**config.mk**
```make
export PLATFORM = sky130hd
export DESIGN_NAME = cgra_col_exec_ctrl
export DESIGN_NICKNAME = d
export VERILOG_FILES = /design/src/rtl/cgra_col_exec_ctrl.sv
export SDC_FILE = /design/constraint.sdc
export NUM_CORES = 1
export LEC_CHECK = 0
export CAP_MARGIN = 20
export CORE_UTILIZATION = 50
export CTS_CLUSTER_DIAMETER = 200
export DETAILED_ROUTE_END_ITERATION = 6
export DONT_BUFFER_PORTS = 1
export GPL_TIMING_DRIVEN = 0
export PLACE_DENSITY_LB_ADDON = 0.2
export SETUP_SLACK_MARGIN = 0.3
export SYNTH_ARGS = -nofsm -noshare
export SYNTH_HDL_FRONTEND = slang
export SYNTH_SLANG_ARGS = --single-unit
```
**constraint.sdc**
```tcl
create_clock -name clk_i -period 2.2 [get_ports clk_i]
set_clock_uncertainty 0.2 [all_clocks]
set_input_delay 0.44 -clock clk_i [delete_from_list [all_inputs] [get_ports clk_i]]
set_output_delay 0.44 -clock clk_i [all_outputs]
set_load 0.005 [all_outputs]
```
**src/rtl/cgra_col_exec_ctrl.sv**
```systemverilog
// rtl/cgra_col_exec_ctrl.sv - per-column CGRA execution controller (optional CGRA_COL_CYCLE_CNT_EN)
module cgra_col_exec_ctrl #(
    parameter int N_COL      = 4,
    parameter int COL_IDX    = 0,
    parameter int IMEM_AW    = 5,
    parameter int KMEM_WIDTH = 32,
    parameter int CNT_W      = 16
) (
    input  logic                  clk_i,
    input  logic                  rst_ni,
    input  logic [N_COL-1:0]      acc_req_i,
    input  logic [KMEM_WIDTH-1:0] conf_word_i,
    input  logic                  col_stall_i,
    input  logic [N_COL-1:0]      peer_done_i,
    output logic                  acc_ack_o,
    output logic                  col_start_o,
    output logic                  imem_en_o,
    output logic [IMEM_AW-1:0]    imem_addr_o,
    output logic                  col_done_o,
    output logic                  acc_end_o,
    output logic                  busy_o,
    output logic [CNT_W-1:0]      run_cycles_o
);

    typedef enum logic [2:0] {
        S_IDLE,
        S_START,
        S_RUN,
        S_DONE,
        S_END
    } state_t;

    // Bits below our own column; if none of them is in the group map we lead the group.
    localparam logic [N_COL-1:0] LOW_MASK = N_COL'((64'd1 << COL_IDX) - 64'd1);

    state_t             state_q, state_d;
    logic [IMEM_AW-1:0] pc_q;
    logic [IMEM_AW-1:0] start_q;
    logic [IMEM_AW-1:0] end_q;
    logic [N_COL-1:0]   map_q;
    logic               is_leader;
    logic               group_done;
    logic               last_fetch;

    assign is_leader   = (map_q & LOW_MASK) == '0;
    assign group_done  = (peer_done_i & map_q) == map_q;
    assign last_fetch  = !col_stall_i && (pc_q == end_q);
    assign imem_addr_o = pc_q;

    // State register.
    always_ff @(posedge clk_i or negedge rst_ni) begin
        if (!rst_ni) begin
            state_q <= S_IDLE;
        end else begin
            state_q <= state_d;
        end
    end

    // Next-state and output decode; fetch enable is the only output that follows stall in-cycle.
    always_comb begin
        state_d     = state_q;
        acc_ack_o   = 1'b0;
        col_start_o = 1'b0;
        imem_en_o   = 1'b0;
        col_done_o  = 1'b0;
        acc_end_o   = 1'b0;
        busy_o      = (state_q != S_IDLE);
        case (state_q)
            S_IDLE: begin
                if (acc_req_i[COL_IDX]) begin
                    state_d = S_START;
                end
            end
            S_START: begin
                acc_ack_o   = 1'b1;
                col_start_o = 1'b1;
                state_d     = S_RUN;
            end
            S_RUN: begin
                imem_en_o = !col_stall_i;
                if (last_fetch) begin
                    state_d = S_DONE;
                end
            end
            S_DONE: begin
                col_done_o = 1'b1;
                if (group_done) begin
                    state_d = S_END;
                end
            end
            S_END: begin
                acc_end_o = is_leader;
                state_d   = S_IDLE;
            end
            default: state_d = S_IDLE;
        endcase
    end

    // Kernel bounds, group map and program counter.
    always_ff @(posedge clk_i or negedge rst_ni) begin
        if (!rst_ni) begin
            pc_q    <= '0;
            start_q <= '0;
            end_q   <= '0;
            map_q   <= '0;
        end else begin
            case (state_q)
                S_IDLE: begin
                    if (acc_req_i[COL_IDX]) begin
                        start_q <= conf_word_i[IMEM_AW-1:0];
                        end_q   <= conf_word_i[2*IMEM_AW-1:IMEM_AW];
                        map_q   <= acc_req_i;
                    end
                end
                S_START: pc_q <= start_q;
                S_RUN: begin
                    if (!col_stall_i && (pc_q != end_q)) begin
                        pc_q <= pc_q + IMEM_AW'(1);
                    end
                end
                default: ;
            endcase
        end
    end

    generate
        if (KMEM_WIDTH > 2 * IMEM_AW) begin : g_unused_conf
            logic unused_conf;
            assign unused_conf = ^conf_word_i[KMEM_WIDTH-1:2*IMEM_AW];
        end
    endgenerate

`ifdef CGRA_COL_CYCLE_CNT_EN
    logic [CNT_W-1:0] cnt_q;

    // Saturating RUN-cycle counter, cleared on each kernel start and held otherwise.
    always_ff @(posedge clk_i or negedge rst_ni) begin
        if (!rst_ni) begin
            cnt_q <= '0;
        end else if (state_q == S_START) begin
            cnt_q <= '0;
        end else if ((state_q == S_RUN) && (cnt_q != '1)) begin
            cnt_q <= cnt_q + CNT_W'(1);
        end
    end

    assign run_cycles_o = cnt_q;
`else
    assign run_cycles_o = '0;
`endif

endmodule
```
# --- Word-level counts from Yosys, hierarchy flattened ---
# Cells that the tools add are included.
word_totals:
  ff_bits: 22
  input_bits: 43
  word_cells: 37
op_classes:
  addsub: 1
  n_eq_ne: 11
  muxes: 10
  bitwise: 1
  reduce_logical: 9
op_table:
  columns: ["cell", "count"]
  rows:
  - ["one-hot mux 3 bit (4 select lines)", 1]
  - ["one-hot mux 5 bit (2 select lines)", 1]
  - ["two-way mux 3 bit", 3]
  - ["!= test 2 bit (second input constant)", 4]
  - ["equality test 3 x 2 -> 1 bit (second input constant)", 2]
  - ["adder 5 x 1 -> 5 bit (second input constant)", 1]
  - ["equality test 5 bit", 1]
  - ["two-way mux 5 bit", 1]
  - ["!= test 5 bit", 1]
  - ["AND 4 bit", 1]
  - ["equality test 4 bit", 1]
  - ["two-way mux 1 bit", 4]
  - ["AND reduction 2 bit", 2]
  - ["equality test 3 x 1 -> 1 bit (second input constant)", 1]
  - ["equality test 3 bit (second input constant)", 1]
  - ["logical NOT 3 bit", 1]
  - ["AND reduction 3 bit", 1]
  - ["nonzero test 3 bit", 1]
  - ["logical AND 1 bit", 2]
  - ["nonzero test 2 bit", 1]
  - ["logical NOT 1 bit", 1]

# --- Depth between registers and ports, before layout ---
# Gate-level depths: netlist of the first run.
depth:
  word_depth: 4
  depth_mapped: 7

# --- Least setup slack after synthesis of the first run ---
# No wires, ideal clock.
synth_path:
  kind: "register to register"
  start: "register state_q[0]"
  end: "register end_q[1]"
  setup_time_ns: 0.127
  arrival_ns: 1.519
  path_slack_ns: 0.353
  path_stages_with_launch: 6
  synth_period_minus_slack_ns: 1.847
  path_cell_list: "dfrtp_1 -> buf_4 -> or3_4 -> nor2_8 -> buf_6 -> mux2_1"
synth_between:
  elab_chain_cells: 2
synth_lines:
  columns: ["element", "line", "text"]
  rows:
  - ["start, declared", "36", "state_t state_q, state_d;"]
  - ["start signal, assigned", "55", "state_q <= state_d;"]
  - ["logical NOT 3 bit", "107", "case (state_q)"]
  - ["AND reduction 2 bit (no line)", null, null]
  - ["end signal, assigned", "111", "end_q <= conf_word_i[2*IMEM_AW-1:IMEM_AW];"]
  - ["end, declared", "39", "logic [IMEM_AW-1:0] end_q;"]
# Every way passes these cells.
# A chain may end at the register's enable or synchronous reset.

# --- Final worst setup path of the first run ---
layout_path:
  start: "register state_q[2]"
  end: "output port imem_en_o"
layout_between:
  elab_chain_cells: 2
layout_lines:
  columns: ["element", "line", "text"]
  rows:
  - ["equality test 3 x 2 -> 1 bit", "68", "case (state_q)"]
  - ["two-way mux 1 bit", "68", null]
  - ["end, declared", "17", "output logic imem_en_o,"]
# Every way passes these cells.

==> flow_metrics.env, run 1 <==
export IMPL_critPathBufInv=1
export IMPL_grt_pass1_vias=797
export IMPL_overflow=0
export IMPL_clock_latency_ns=0.31
export IMPL_fin_hold_ws_ns=0.0470
export IMPL_io_pins=70
export IMPL_ys_ff_latch=22
export IMPL_grt_use_total=0.183
export IMPL_tns_ns=0
export IMPL_drv_cap=0
export IMPL_num_rows=18
export IMPL_die_width_um=53.2
export IMPL_status="completed"
export IMPL_worstPathMaxFanout=7
export IMPL_syn_area_per_cell_um2=10.9
export IMPL_critPathRequiredTime_ns=1.56
export IMPL_synth_top_area_frac=0.421
export IMPL_dieArea_um2=2830
export IMPL_nets=194
export IMPL_start_kind="flip-flop"
export IMPL_peakVddDrop_mv=0.792
export IMPL_critPathMaxStageDelay_ns=0.46
export IMPL_wl_mm=2.35
export IMPL_fmaxAchievable_mhz=518
export IMPL_cp_slowest_cell="nor4b_4"
export IMPL_cts_buffer_depth=2
export IMPL_wl_per_cell_um=13.1
export IMPL_antenna_found_initial=0
export IMPL_drc=0
export IMPL_via_per_inst=4.99
export IMPL_clockRootBuffer="clkbuf_4"
export IMPL_drt_iter0_drc=6
export IMPL_cts_num_sinks=22
export IMPL_slew_viol_final=0
export IMPL_synth_area_um2=1310
export IMPL_end_kind="output pin"
export IMPL_core_area_um2=2480
export IMPL_cts_htree_levels=1
export IMPL_portBuffers=0
export IMPL_yosys_area_top_type="dfrtp_1"
export IMPL_yosysUniqueCellTypes=38
export IMPL_path_clk_slew_ns=0.12
export IMPL_cp_cell_sequence="buf_6 > nor4b_4"
export IMPL_grt_pass1_wl_mm=3.67
export IMPL_synth_warnings=0
export IMPL_yosys_top_cells_area="dfrtp_1 (42%), buf_4 (10%), mux2_1 (9.5%), xor2_1 (3.3%), mux2_4 (2.3%)"
export IMPL_power_density_nw_per_um2=1280
export IMPL_grt_max_degree=23
export IMPL_rsz0062_at_grt="yes"
export IMPL_crit_family="simple AND/OR/NAND/NOR gates"
export IMPL_final_common_cell="buf_4"
export IMPL_cts_tree="done"
export IMPL_timing_final_hold_violations=0
export IMPL_drt_first_pass_iters=4
export IMPL_timing_final_crit_share=0.877
export IMPL_leakage_nw=0.752
export IMPL_dp_hpwl_mm=1.71
export IMPL_hold_path_class="input port to flip-flop"
export IMPL_seq_area_frac_synth=0.421
export IMPL_place_congestion=0.813
export IMPL_num_vias=893
export IMPL_syn_inst=120
export IMPL_start_util=0.528
export IMPL_final_antenna_net_count=0
export IMPL_layoutNonFillerInstCount=179
export IMPL_drive_gt1_frac=0.302
export IMPL_dp_cells=165
export IMPL_fin_crit_ns=1.93
export IMPL_layout_common_cells="buf_4 (23), dfrtp_1 (21), conb_1 (16)"
export IMPL_antenna_cells=0
export IMPL_postPlaceCellArea_um2=1400
export IMPL_arrival_ns=1.29
export IMPL_die_h_um=53.2
export IMPL_area_delta_synth_final_pct=18.5
export IMPL_numCtsBuffers=3
export IMPL_setup_violations=0
export IMPL_final_area_um2=1550
export IMPL_critPathKind="flip-flop to output pin"
where the power goes:
group	internal [mW]	total (mW)	switching, mW
clock	0.101	0.224	0.122
combinational	0.511	0.996	0.485
sequential	0.593	0.763	0.170
total	1.21	1.98	0.777
logic make-up after synthesis:
| logic type | synth area share |
|---|---|
| DFF | 0.421 |
| adders and majority gates | 0.00956 |
| AOI/OAI and AO/OA | 0.0994 |
| and+or+nand+nor | 0.189 |
| other | 0.00287 |
| muxes | 0.118 |
| xor gates and xnor gates | 0.0335 |
| buffers and inverters | 0.127 |
cells in the mapped netlist:
master / n
dfrtp_1: 22
buf_4: 18
mux2_1: 11
nand2_1: 7
nor2_1: 7
xor2_1: 5
a21oi_1: 4
o21ai_0: 4
inv_1: 3
nand2b_1: 3
nand3_1: 3
a2bb2oi_1: 2
and3_1: 2
mux2_4: 2
o21ai_1: 2
o22ai_1: 2
o2bb2ai_1: 2
a21boi_0: 1
a21oi_4: 1
and2_1: 1
and3b_1: 1
buf_2: 1
buf_6: 1
conb_1: 1
ha_1: 1
inv_2: 1
nand3b_1: 1
nor2_8: 1
nor3_1: 1
nor3_2: 1
nor3_4: 1
nor3b_2: 1
nor4b_4: 1
nor4bb_1: 1
o2111ai_1: 1
or2_1: 1
or3_4: 1
or3b_4: 1
layout make-up:
type / count / area (um2)
Fill cell: 219 / 926
Multi-Input combinational cell: 89 / 654
Sequential cell: 22 / 552
Buffer: 20 / 165
Timing Repair Buffer: 10 / 88.8
Tap cell: 30 / 37.5
Clock buffer: 4 / 36.3
Inverter: 4 / 17.5
worst paths after layout:
kind	from	to	slack, ns	cells after the start
worst max-delay path	state_q[2]	imem_en_o	0.27	2
worst min-delay path	acc_req_i[2]	map_q[2]	0.05	2
worst max register to register	state_q[2]	imem_addr_o[1]	0.28	5
worst min register to register	start_q[3]	start_q[3]	0.30	1
max in group asynchronous	rst_ni	state_q[1]	1.16	2
min in group asynchronous	rst_ni	end_q[2]	0.22	1
repair_timing:
item,in CTS,in global routing
hold buffers,1,0
setup buffers,7,1
pin swaps,4,1
endpoints found under the hold margin,22,0
resized for setup,4,4
endpoints found under the setup margin,8,17
sequential cells by signal, summed over array words and instances, names as in the netlist:
name         cells
start_q          5
imem_addr_o      5
end_q            5
map_q            4
state_q          3
per-layer routing:
| layer | routed length, um | vias to the layer above | GRT usage |
|---|---|---|---|
| li1 | - | 438 | - |
| met1 | 1030 | 407 | 0.233 |
| met2 | 1110 | 42 | 0.312 |
| met3 | 165 | 6 | 0.0345 |
| met4 | 32 | 0 | 0.0570 |
| met5 | 0 | - | 0 |
through the flow:
step | worst slack, ns | util | total power, mW
4_1_cts | 0.270 | 0.611 | 1.96
6_report | 0.270 | 0.626 | 1.98
2_1_floorplan | 0.353 | - | 1.48
3_3_place_gp | 0.261 | 0.566 | 1.61
3_5_place_dp | 0.229 | 0.566 | 1.65
5_1_grt | 0.204 | 0.626 | 2.13
Note: power is estimated with default switching activity, not from simulation.
==> run 2, diff against run 1 <==
--- a/config.mk
+++ b/config.mk
@@ -11,8 +11,9 @@
 export DETAILED_ROUTE_END_ITERATION = 6
 export DONT_BUFFER_PORTS = 1
 export GPL_TIMING_DRIVEN = 0
-export PLACE_DENSITY_LB_ADDON = 0.2
+export PLACE_DENSITY = 0.65
 export SETUP_SLACK_MARGIN = 0.3
+export SLEW_MARGIN = 10
 export SYNTH_ARGS = -nofsm -noshare
 export SYNTH_HDL_FRONTEND = slang
 export SYNTH_SLANG_ARGS = --single-unit
==> flow_metrics.env, run 2 (synthesis gave the netlist of run 1 again) <==
export IMPL_status="completed"
export IMPL_hold_path_class="input port to flip-flop"
export IMPL_final_common_cell="buf_4"
export IMPL_arrival_ns=1.28
export IMPL_critPathKind="flip-flop to output pin"
export IMPL_worstHoldStart="acc_req_i[2]"
export IMPL_slew_viol_final=0
export IMPL_timing_final_crit_share=0.872
export IMPL_postPlaceCellArea_um2=1400
export IMPL_cts_buffer_depth=2
export IMPL_wl_per_cell_um=13.8
export IMPL_layoutNonFillerInstCount=178
export IMPL_wl_mm=2.45
export IMPL_portBuffers=0
export IMPL_num_vias=944
export IMPL_r2r_slack_ns=0.30
export IMPL_numCtsBuffers=3
export IMPL_nets=194
export IMPL_clockRootBuffer="clkbuf_4"
export IMPL_drive_gt1_frac=0.311
export IMPL_rr_startpoint="state_q[0]"
export IMPL_leakage_nw=0.756
export IMPL_grt_pass1_wl_mm=3.74
export IMPL_setup_violations=0
export IMPL_fin_crit_ns=1.92
export IMPL_timing_final_hold_violations=0
export IMPL_r2r_end="imem_addr_o[1]"
export IMPL_cts_htree_levels=1
export IMPL_place_congestion=0.788
export IMPL_layout_common_cells="buf_4 (22), dfrtp_1 (21), conb_1 (16)"
export IMPL_rsz0062_at_grt="yes"
export IMPL_critPathRequiredTime_ns=1.56
export IMPL_area_delta_synth_final_pct=20.0
export IMPL_die_h_um=53.2
export IMPL_final_area_um2=1570
export IMPL_fin_util=0.634
export IMPL_dieArea_um2=2830
export IMPL_power_density_nw_per_um2=1250
export IMPL_start_util=0.528
export IMPL_start_kind="flip-flop"
export IMPL_antenna_found_initial=0
export IMPL_dp_hpwl_mm=1.76
export IMPL_core_area_um2=2480
export IMPL_peakVddDrop_mv=0.828
export IMPL_overflow=0
export IMPL_end_kind="output pin"
export IMPL_tns_ns=0
export IMPL_drv_cap=0
export IMPL_grt_pass1_vias=840
export IMPL_worstPathMaxFanout=6
export IMPL_min_to="map_q[2]"
export IMPL_grt_use_total=0.187
export IMPL_antenna_cells=0
export IMPL_cts_tree="done"
export IMPL_hold_depth=2
export IMPL_final_antenna_net_count=0
export IMPL_clock_latency_ns=0.31
export IMPL_dp_cells=165
export IMPL_cts_num_sinks=22
export IMPL_drt_iter0_drc=17
export IMPL_fmaxAchievable_mhz=521
export IMPL_r2r_cells=5
export IMPL_grt_max_degree=23
export IMPL_drt_first_pass_iters=4
export IMPL_drc=0
export IMPL_die_width_um=53.2
export IMPL_io_pins=70
export IMPL_num_rows=18
export IMPL_via_per_inst=5.30
export IMPL_path_clk_slew_ns=0.11
-- run 2: power by group --
part	internal, mW	switching, mW	leakage (nW)
registers	0.593	0.175	0.259
logic	0.524	0.495	0.483
clock network	0.0640	0.116	0.0138
total	1.18	0.786	0.756
-- run 2: cell type report --
class | instances | area (um2)
clock buffer | 3 | 22.5
inverter | 4 | 17.5
timing repair buffer | 10 | 114
fill | 227 | 907
buffer | 20 | 169
multi-input combinational | 89 | 658
sequential | 22 | 552
tap | 30 | 37.5
-- run 2: timing repair --
item | 4_1_cts | 5_1_grt
hold buffers | 1 | 0
pin swaps | 3 | 3
buffers inserted | 5 | 3
gates resized for setup | 5 | 6
setup endpoints to repair | 8 | 19
hold endpoints to repair | 22 | 0
-- run 2: worst max-delay path by stage --
stage | startpoint | endpoint | slack [ns]
after floorplan | state_q[0] | end_q[1] | 0.35
after global placement | state_q[0] | imem_addr_o[1] | 0.26
after detailed placement | state_q[0] | end_q[1] | 0.23
after CTS | state_q[0] | imem_en_o | 0.27
after global routing | state_q[0] | imem_addr_o[1] | 0.20
final | state_q[0] | col_start_o | 0.28
-- run 2: routing by layer --
metal | vias up | global-route usage | wire (um)
met5 | - | 0 | 0
li1 | 443 | - | -
met3 | 5 | 0.0345 | 221
met1 | 444 | 0.232 | 989
met4 | 0 | 0.0746 | 29
met2 | 52 | 0.319 | 1210
-- run 2: critical path, stage by stage, from the launching register on --
cell and delay (ns):
dfrtp_1 0.39, buf_6 0.13, buf_12 0.12, nand2_1 0.14
inv_4 0.08, buf_6 0.12
-- run 2: through the flow --
stage          total power, mW  hold slack, ns  setup WS, ns
2_1_floorplan             1.48         -0.0556         0.353
3_3_place_gp              1.61         -0.0552         0.259
3_5_place_dp              1.66         -0.0552         0.231
4_1_cts                   1.90          0.0461         0.274
5_1_grt                   2.12          0.0483         0.202
6_report                  1.97          0.0478         0.282
==> run 3, diff against run 2 <==
--- a/config.mk
+++ b/config.mk
@@ -11,6 +11,7 @@
 export DETAILED_ROUTE_END_ITERATION = 6
 export DONT_BUFFER_PORTS = 1
 export GPL_TIMING_DRIVEN = 0
+export HOLD_SLACK_MARGIN = 0.12
 export PLACE_DENSITY = 0.65
 export SETUP_SLACK_MARGIN = 0.3
 export SLEW_MARGIN = 10
==> flow_metrics.env, run 3 (synthesis gave the netlist of run 1 again) <==
export IMPL_status="completed"
export IMPL_critPathBufInv=2
export IMPL_finalWorstSetupSlack_ns=0.279
export IMPL_timing_final_hold_violations=0
export IMPL_timing_final_crit_share=0.873
export IMPL_rsz0062_at_grt="yes"
export IMPL_die_h_um=53.2
export IMPL_path_clk_slew_ns=0.11
export IMPL_start_kind="flip-flop"
export IMPL_dp_hpwl_mm=1.76
export IMPL_num_vias=966
export IMPL_nets=206
export IMPL_clock_latency_ns=0.30
export IMPL_area_delta_synth_final_pct=28.4
export IMPL_drive_gt1_frac=0.281
export IMPL_post_place_ws_ns=0.231
export IMPL_worstPathMaxFanout=9
export IMPL_cts_num_sinks=22
export IMPL_grt_pass1_wl_mm=3.97
export IMPL_final_antenna_net_count=0
export IMPL_antenna_cells=0
export IMPL_start_util=0.528
export IMPL_fin_crit_ns=1.92
export IMPL_cp_cell_sequence="nor2_1 > nand2_1 > inv_4 > buf_6"
export IMPL_critPathRequiredTime_ns=1.56
export IMPL_dieArea_um2=2830
export IMPL_end_kind="output pin"
export IMPL_portBuffers=0
export IMPL_numCtsBuffers=3
export IMPL_grt_pass1_vias=905
export IMPL_dp_cells=165
export IMPL_via_per_inst=5.08
export IMPL_drc=0
export IMPL_io_pins=70
export IMPL_die_width_um=53.2
export IMPL_cts_htree_levels=1
export IMPL_final_common_cell="buf_4"
export IMPL_wl_mm=2.57
export IMPL_crit_family="flip-flops"
export IMPL_grt_max_degree=23
export IMPL_peakVddDrop_mv=0.801
export IMPL_drv_cap=0
export IMPL_num_rows=18
export IMPL_cts_buffer_depth=2
export IMPL_clockRootBuffer="clkbuf_4"
export IMPL_setup_violations=0
export IMPL_antenna_found_initial=0
export IMPL_power_mw=1.96
export IMPL_layoutNonFillerInstCount=190
export IMPL_overflow=0
export IMPL_wl_per_cell_um=13.5
export IMPL_fill_cells=213
export IMPL_hold_path_class="input port to flip-flop"
export IMPL_core_area_um2=2480
export IMPL_critPathKind="flip-flop to output pin"
export IMPL_power_density_nw_per_um2=1170
export IMPL_tns_ns=0
export IMPL_place_congestion=0.788
export IMPL_grt_use_total=0.200
export IMPL_layout_common_cells="buf_4 (22), dfrtp_1 (21), conb_1 (16)"
export IMPL_arrival_ns=1.28
export IMPL_leakage_nw=0.801
export IMPL_drt_iter0_drc=10
export IMPL_cts_tree="done"
export IMPL_slew_viol_final=0
export IMPL_fmaxAchievable_mhz=521
export IMPL_cp_slowest_cell="dfrtp_2"
export IMPL_drt_first_pass_iters=4
export IMPL_critPathMaxStageDelay_ns=0.49
==> run 3: changes by cell type in the layout (fill, tap and decap cells not counted) <==
cell,before,now
dlygate4sd3_1,1,14
buf_12,1,0
==> run 3: metal layers <==
| layer | routed length, um | global-route usage | vias to the layer above | share of wire |
|---|---|---|---|---|
| met1 | 1040 | 0.234 | 451 | 0.41 |
| met4 | 41 | 0.0746 | 0 | 0.016 |
| li1 | - | - | 465 | - |
| met2 | 1310 | 0.359 | 43 | 0.51 |
| met3 | 176 | 0.0345 | 7 | 0.068 |
| met5 | 0 | 0 | - | 0 |
==> run 3: through the flow <==
stage	hold WS (ns)	cell area (um2)	utilization
floorplan	-0.0556	1370	-
global placement	-0.0552	1400	0.566
detailed placement	-0.0552	1400	0.566
CTS	0.121	1620	0.653
global route	0.144	1680	0.678
finish	0.117	1680	0.678
==> run 3: final timing paths <==
| check | startpoint | end | slack, ns | cells past startpoint |
|---|---|---|---|---|
| hold / removal | col_stall_i | state_q[0] | 0.12 | 3 |
| setup / recovery | state_q[1] | col_start_o | 0.28 | 4 |
| hold reg to reg | start_q[3] | start_q[3] | 0.30 | 1 |
| min in group asynchronous | rst_ni | end_q[2] | 0.25 | 1 |
| max in group asynchronous | rst_ni | state_q[1] | 1.13 | 2 |
| setup reg to reg | state_q[0] | imem_addr_o[1] | 0.34 | 5 |
==> run 3: tightest hold or removal path, stage by stage <==
cell	delay, ns
nor4b_4	0.04
nand3_1	0.07
nand2_1	0.04
==> run 3: final cells by class <==
type / count / area, um2 / area share
multi-input cells: 89 / 658 / 0.392
inverters: 4 / 17.5 / 0.0104
repair buffers: 22 / 224 / 0.133
flip-flops and latches: 22 / 552 / 0.328
well taps: 30 / 37.5 / 0.0223
plain buffers: 20 / 169 / 0.101
clock buffers: 3 / 22.5 / 0.0134
==> run 3: what timing repair did <==
action,CTS,global route
buffers inserted,5,2
resized for setup,5,6
hold buffers,14,0
gates cloned,0,0
endpoints found under the hold margin,35,0
pin swaps,3,4
endpoints found under the setup margin,8,19
==> run 3: power breakdown <==
| group | total [mW] | leakage, nW | internal, mW | switching [mW] |
|---|---|---|---|---|
| Combinational | 1.02 | 0.528 | 0.518 | 0.499 |
| Clock | 0.178 | 0.0138 | 0.0639 | 0.115 |
| Sequential | 0.768 | 0.259 | 0.593 | 0.174 |
